$ cat config.mk
export PLATFORM = sky130hd
export DESIGN_NAME = magma_iter_core
export DESIGN_NICKNAME = d
export VERILOG_FILES = /design/src/rtl/magma_iter_core.sv
export SDC_FILE = /design/constraint.sdc
export NUM_CORES = 1
export LEC_CHECK = 0
export ABC_AREA = 1
export CELL_PAD_IN_SITES_DETAIL_PLACEMENT = 0
export CELL_PAD_IN_SITES_GLOBAL_PLACEMENT = 2
export CORE_MARGIN = 5
export CORE_UTILIZATION = 30
export DETAILED_ROUTE_END_ITERATION = 6
export DONT_BUFFER_PORTS = 1
export PLACE_DENSITY = 0.77
export RECOVER_POWER = 25
export SLEW_MARGIN = 20
export SYNTH_ARGS = -nofsm -noshare
export SYNTH_HDL_FRONTEND = slang
export SYNTH_SLANG_ARGS = --single-unit
$ cat constraint.sdc
create_clock -name clk -period 4 [get_ports clk]
set_clock_uncertainty 0.05 [all_clocks]
set_input_delay 0.4 -clock clk [delete_from_list [all_inputs] [get_ports clk]]
set_output_delay 0.4 -clock clk [all_outputs]
set_load 0.005 [all_outputs]
$ cat src/rtl/magma_iter_core.sv
// Iterative GOST 28147-89 / Magma 64-bit block cipher core.
// ROUNDS_PER_CYCLE Feistel rounds are folded into each clock.
// Valid/ready handshakes are used on both the input and output sides.
module magma_iter_core #(
  parameter int ROUNDS_PER_CYCLE = 1,
  parameter int SBOX_SET         = 0
) (
  input  logic         clk,
  input  logic         rst_n,
  input  logic         in_valid,
  output logic         in_ready,
  input  logic         mode,
  input  logic [255:0] key,
  input  logic [63:0]  data_in,
  output logic         out_valid,
  input  logic         out_ready,
  output logic [63:0]  data_out,
  output logic         busy
);

  // An unsupported fold factor is rejected at elaboration time.
  if (!(ROUNDS_PER_CYCLE == 1 || ROUNDS_PER_CYCLE == 2 || ROUNDS_PER_CYCLE == 4 ||
        ROUNDS_PER_CYCLE == 8 || ROUNDS_PER_CYCLE == 16 || ROUNDS_PER_CYCLE == 32)) begin : g_bad_rpc
    $error("magma_iter_core: ROUNDS_PER_CYCLE must be 1, 2, 4, 8, 16 or 32");
  end

  // Each box is 16 nibbles with entry 0 in the leftmost hex digit.
  // Box 0 acts on bits [31:28] and box 7 acts on bits [3:0].
  // For set 1, box j is Pi(7-j) of GOST R 34.12-2015.
  localparam logic [63:0] SBOX1 [8] = '{
    64'h17ED05834FA69CB2, 64'h8E25691CF4B0DA37, 64'h5DF692CAB78143E0, 64'h7F5A816D093EB42C,
    64'hC821D4F670A53E9B, 64'hB3582FADE174C960, 64'h68239A5C1E47BD0F, 64'hC462A5B9E8D703F1
  };
  localparam logic [63:0] SBOX0 [8] = '{
    64'h1FD057A4923E6B8C, 64'hDB413F590AE7682C, 64'h4BA0721D36859CFE, 64'h6C715FD84A9E03B2,
    64'h7DA1089FE46CB253, 64'h581DA342EFC7609B, 64'hEB4C6DFA23810759, 64'h4A92D80E6B1C7F53
  };

  typedef enum logic [1:0] {S_IDLE, S_RUN, S_DONE} state_t;

  state_t        r_state, w_state_nxt;
  logic          r_mode;
  logic [255:0]  r_key;
  logic [31:0]   r_a1, r_a0;
  logic [5:0]    r_rnd;
  logic [63:0]   r_data_out;
  logic [31:0]   w_a1_nxt, w_a0_nxt;
  logic          w_last;

  function automatic logic [3:0] box_lookup(input int j, input logic [3:0] v);
    logic [63:0] tbl;
    tbl = (SBOX_SET == 1) ? SBOX1[j] : SBOX0[j];
    return tbl[6'd60 - {v, 2'b00} +: 4];
  endfunction

  function automatic logic [31:0] g_func(input logic [31:0] x, input logic [31:0] k);
    logic [31:0] sum, sub;
    sum = x + k;
    for (int j = 0; j < 8; j++) sub[(7-j)*4 +: 4] = box_lookup(j, sum[(7-j)*4 +: 4]);
    return {sub[20:0], sub[31:21]};  // true rotate left by 11
  endfunction

  // In encrypt mode, rounds 0..23 walk forward through K1..K8 and the last 8 rounds walk backward.
  // In decrypt mode, only rounds 0..7 walk forward.
  function automatic logic [31:0] key_sel(input logic [4:0] r, input logic m, input logic [255:0] k);
    logic       fwd;
    logic [2:0] idx;
    fwd = m ? (r < 5'd8) : (r < 5'd24);
    idx = fwd ? ~r[2:0] : r[2:0];
    return k[{idx, 5'b00000} +: 32];
  endfunction

  // Unrolled Feistel rounds for one clock, using consecutive round indices.
  always_comb begin : rounds
    logic [31:0] v_t;
    logic [4:0]  v_r;
    // NOTE: every combinational output gets a default first so no path leaves it unassigned (no latch).
    w_a1_nxt = r_a1;
    w_a0_nxt = r_a0;
    for (int i = 0; i < ROUNDS_PER_CYCLE; i++) begin
      v_r      = r_rnd[4:0] + 5'(i);
      v_t      = w_a1_nxt ^ g_func(w_a0_nxt, key_sel(v_r, r_mode, r_key));
      w_a1_nxt = w_a0_nxt;
      w_a0_nxt = v_t;
    end
  end

  assign w_last = (r_rnd == 6'(32 - ROUNDS_PER_CYCLE));

  // Next-state logic for the IDLE -> RUN -> DONE handshake sequence.
  always_comb begin
    w_state_nxt = r_state;
    unique case (r_state)
      S_IDLE:  if (in_valid)  w_state_nxt = S_RUN;
      S_RUN:   if (w_last)    w_state_nxt = S_DONE;
      S_DONE:  if (out_ready) w_state_nxt = S_IDLE;
      default: w_state_nxt = S_IDLE;
    endcase
  end

  // State register, operand latches, round counter and result register.
  always_ff @(posedge clk or negedge rst_n) begin
    // NOTE: every register is cleared on reset so an abandoned block leaves nothing behind;
    // non-blocking assignments keep all flops updating from pre-edge values.
    if (!rst_n) begin
      r_state    <= S_IDLE;
      r_mode     <= 1'b0;
      r_key      <= '0;
      r_a1       <= '0;
      r_a0       <= '0;
      r_rnd      <= '0;
      r_data_out <= '0;
    end else begin
      r_state <= w_state_nxt;
      if (r_state == S_IDLE && in_valid) begin
        r_mode <= mode;
        r_key  <= key;
        r_a1   <= data_in[63:32];
        r_a0   <= data_in[31:0];
        r_rnd  <= '0;
      end else if (r_state == S_RUN) begin
        r_a1  <= w_a1_nxt;
        r_a0  <= w_a0_nxt;
        r_rnd <= r_rnd + 6'(ROUNDS_PER_CYCLE);
        if (w_last) r_data_out <= {w_a0_nxt, w_a1_nxt};
      end
    end
  end

  assign in_ready  = (r_state == S_IDLE);
  assign out_valid = (r_state == S_DONE);
  assign busy      = (r_state != S_IDLE);
  assign data_out  = r_data_out;

endmodule
==> impl_metrics.toml <==
[place]
gp_congestion = 0.9218
numPortBuffers = 0
place_ws_ns = -0.4900
placed_cell_area_um2 = 24370
dp_hpwl_mm = 65.62

[yosys]
syn_nets = 3460
synth_top_cell_by_area = "dfrtp_1"
syn_avg_cell_area_um2 = 7.090
ys_seq_elements = 393
ys_top_cells_by_area = "dfrtp_1, nand2_1, nand3_1"
yosys_warnings = 0
synth_area_um2 = 21670
yosys.area.top_type_share_pct = 45.39
synthCells = 3056
seq_area_frac_synth_pct = 45.39
ys_types = 36

[grt]
grt_pass1_vias = 22290
grt_pass1_wl_mm = 135.7
grt_max_degree = 394
globalRoute.totalOverflow = 0
antenna_found_initial = 0
grt.total_usage_pct = 22.59

[clocking]
clockRootBuffer = "clkbuf_16"
clk_latency_ns = 0.62
hold_buffers = 318
cts_inserted_buffers = 47
clk_pin_slew_ns = 0.06
cts_tree = "done"
cts.sinks = 393
htree_levels = 2
clockBufferDepth = 3

[finish]
multiInputGateArea_um2 = 13680
final_common_cell = "nand2_1"
syn_to_final_growth_pct = 55.60
drive_gt1_share_pct = 26.70
final_cell_mix = "nand2_1, dfrtp_1, dlygate4sd3_1"
nFillCells = 6994
nNetsFinal = 4007
finalInstanceArea_um2 = 33710
seq_area_um2 = 9836

[timing]
max-slew-margin-rel_pct = 20.98
fin_hold_ws_ns = -0.5280
worst_pin_slew_ns = 1.185
setup_ws_ns = -0.03513
rsz0062_at_grt = "yes"
period_minus_slack_ns = 4.035
fmax_mhz = 247.8
setup_viol = 7
post-route-period-util_pct = 100.9
finalHoldViolations = 393
final_max_slew_viol_count = 0

[worst_hold_path]
min_path_type = "input port to async pin"

[critical_path]
critPathMaxFanout = 7
cp.required_ns = 4.45
cp-end-kind = "flip-flop"
cp_common_cell = "nand2_2"
regToRegSetupSlack_ns = -0.04
critical_path.slowest_cell = "dfrtp_1"
r2r-end = "data_out[37]$_DFFE_PN0P_"
worst_setup_path_start_kind = "flip-flop"
arrival_ns = 4.48
r2r-start = "r_rnd[4]$_DFFE_PN0P_"
cpPeakStageDelay_ns = 0.42
critPathKind = "flip-flop to flip-flop"
ff2ff_path_depth = 34

[run_status]
outcome = "finished with violations"
violations = "hold timing, setup timing"

[die]
core_um2 = 71610
ios = 392
row_count = 98
start_util_pct = 30.26
die_y_um = 278.8
die_area_um2 = 77700
die_w_um = 278.8

[detailed_routing]
drt-total-wl_mm = 93.28
met3_length_mm = 4.385
dr.first_iter.drc_count = 1619
drt_pass1_iterations = 5
wl_met2_mm = 45.91
route.detailed.drc = 0
num_vias = 22330
avgRoutedWirePerCell_um = 20.31
drtAntennaViolNets = 0
via_per_inst = 4.863
routed.top_layer = "met4"
met1_length_mm = 39.09

[flow_run]
drv_cap = 0
-- timing repair --
item	in CTS	in global routing
setup buffers	19	48
cloned	11	10
endpoints found under the setup margin	56	60
hold endpoints to repair	711	393
pin swaps	35	226
gates resized for setup	217	582
-- per-layer routing --
layer / track usage (%) / vias to the layer above
li1: - / 10700
met1: 29.24 / 10830
met2: 38.86 / 636
met3: 2.868 / 170
met4: 8.406 / 0
met5: 0 / -
-- sequential cells by signal, summed over array words and instances, names as in the netlist --
name / cells
data_out: 64
r_a0: 32
r_a1: 32
r_key: 256
r_mode: 1
r_rnd: 6
r_state: 2
-- synth_stat cells --
library cell / count
o21a_1: 1
o21ai_1: 2
nand3b_1: 5
a21o_1: 1
mux2i_1: 1
o21ai_0: 92
inv_2: 2
clkinv_1: 1
or2_2: 1
buf_1: 32
o211ai_2: 1
nand2_2: 14
o21bai_1: 7
ha_1: 78
nand4_1: 3
a21oi_1: 30
nor3_2: 2
fa_1: 1
nand3_1: 330
xor2_2: 4
nor2_1: 63
or2_1: 2
xnor2_1: 7
dfrtp_1: 393
clkbuf_1: 89
xor2_1: 20
o221ai_1: 32
o211ai_1: 16
nand2_1: 1588
nor4_1: 1
inv_1: 216
o22ai_1: 1
nor3_1: 2
o31ai_1: 1
and2_1: 2
buf_2: 15
-- cells by family (layout without fill, tap and decap cells) --
| logic type | count (synthesis) | count (layout) | synth area share, % |
|---|---|---|---|
| other | 0 | 1 | 0 |
| and+or+nand+nor | 2013 | 2014 | 37.20 |
| AOI/OAI and AO/OA | 184 | 184 | 5.145 |
| adders and majority gates | 79 | 79 | 4.596 |
| buffers and inverters | 355 | 939 | 6.236 |
| DFF | 393 | 393 | 45.39 |
| xor gates and xnor gates | 31 | 31 | 1.392 |
| muxes | 1 | 1 | 0.04620 |
-- worst max-delay path, delay by kind of cell (launching register included) --
family        cells  cell delay (ns)
simple gates     24             2.04
buf+inv           8             0.85
fa+ha+maj         2             0.55
flops             1             0.42
-- how the worst max path moves through the flow --
| stage | to | slack [ns] | start | depth (start not counted) |
|---|---|---|---|---|
| 2_1_floorplan | data_out[42]$_DFFE_PN0P_ | 0.01 | r_rnd[4]$_DFFE_PN0P_ | 31 |
| 6_report | data_out[37]$_DFFE_PN0P_ | -0.04 | r_rnd[4]$_DFFE_PN0P_ | 34 |
| 3_3_place_gp | data_out[42]$_DFFE_PN0P_ | -0.48 | r_rnd[4]$_DFFE_PN0P_ | 29 |
| 5_1_grt | data_out[36]$_DFFE_PN0P_ | -0.27 | r_rnd[4]$_DFFE_PN0P_ | 35 |
| 4_1_cts | data_out[37]$_DFFE_PN0P_ | -0.04 | r_rnd[3]$_DFFE_PN0P_ | 34 |
| 3_5_place_dp | r_a0[22]$_DFFE_PN0P_ | -0.49 | r_rnd[3]$_DFFE_PN0P_ | 26 |
-- per-stage QoR --
step	utilization [%]	setup TNS, ns	std cells
2_1_floorplan	-	0	3056
3_3_place_gp	34.03	-17.27	4107
3_5_place_dp	34.03	-18.83	4107
4_1_cts	42.99	-0.2867	4542
5_1_grt	47.08	-8.053	4591
6_report	47.08	-0.1135	4592
-- layout make-up --
cell class                 instances  area share [%]
clock inverter                    18          0.8536
tap                              950           3.526
sequential                       393           29.17
inverter                         219           2.490
antenna                            1        0.007422
multi-input combinational       2309           40.57
clock buffer                      69           4.060
timing repair buffer             633           19.32
Power is not shown: default switching activity piles up to over one toggle a cycle in this logic, so the estimate is an artifact.
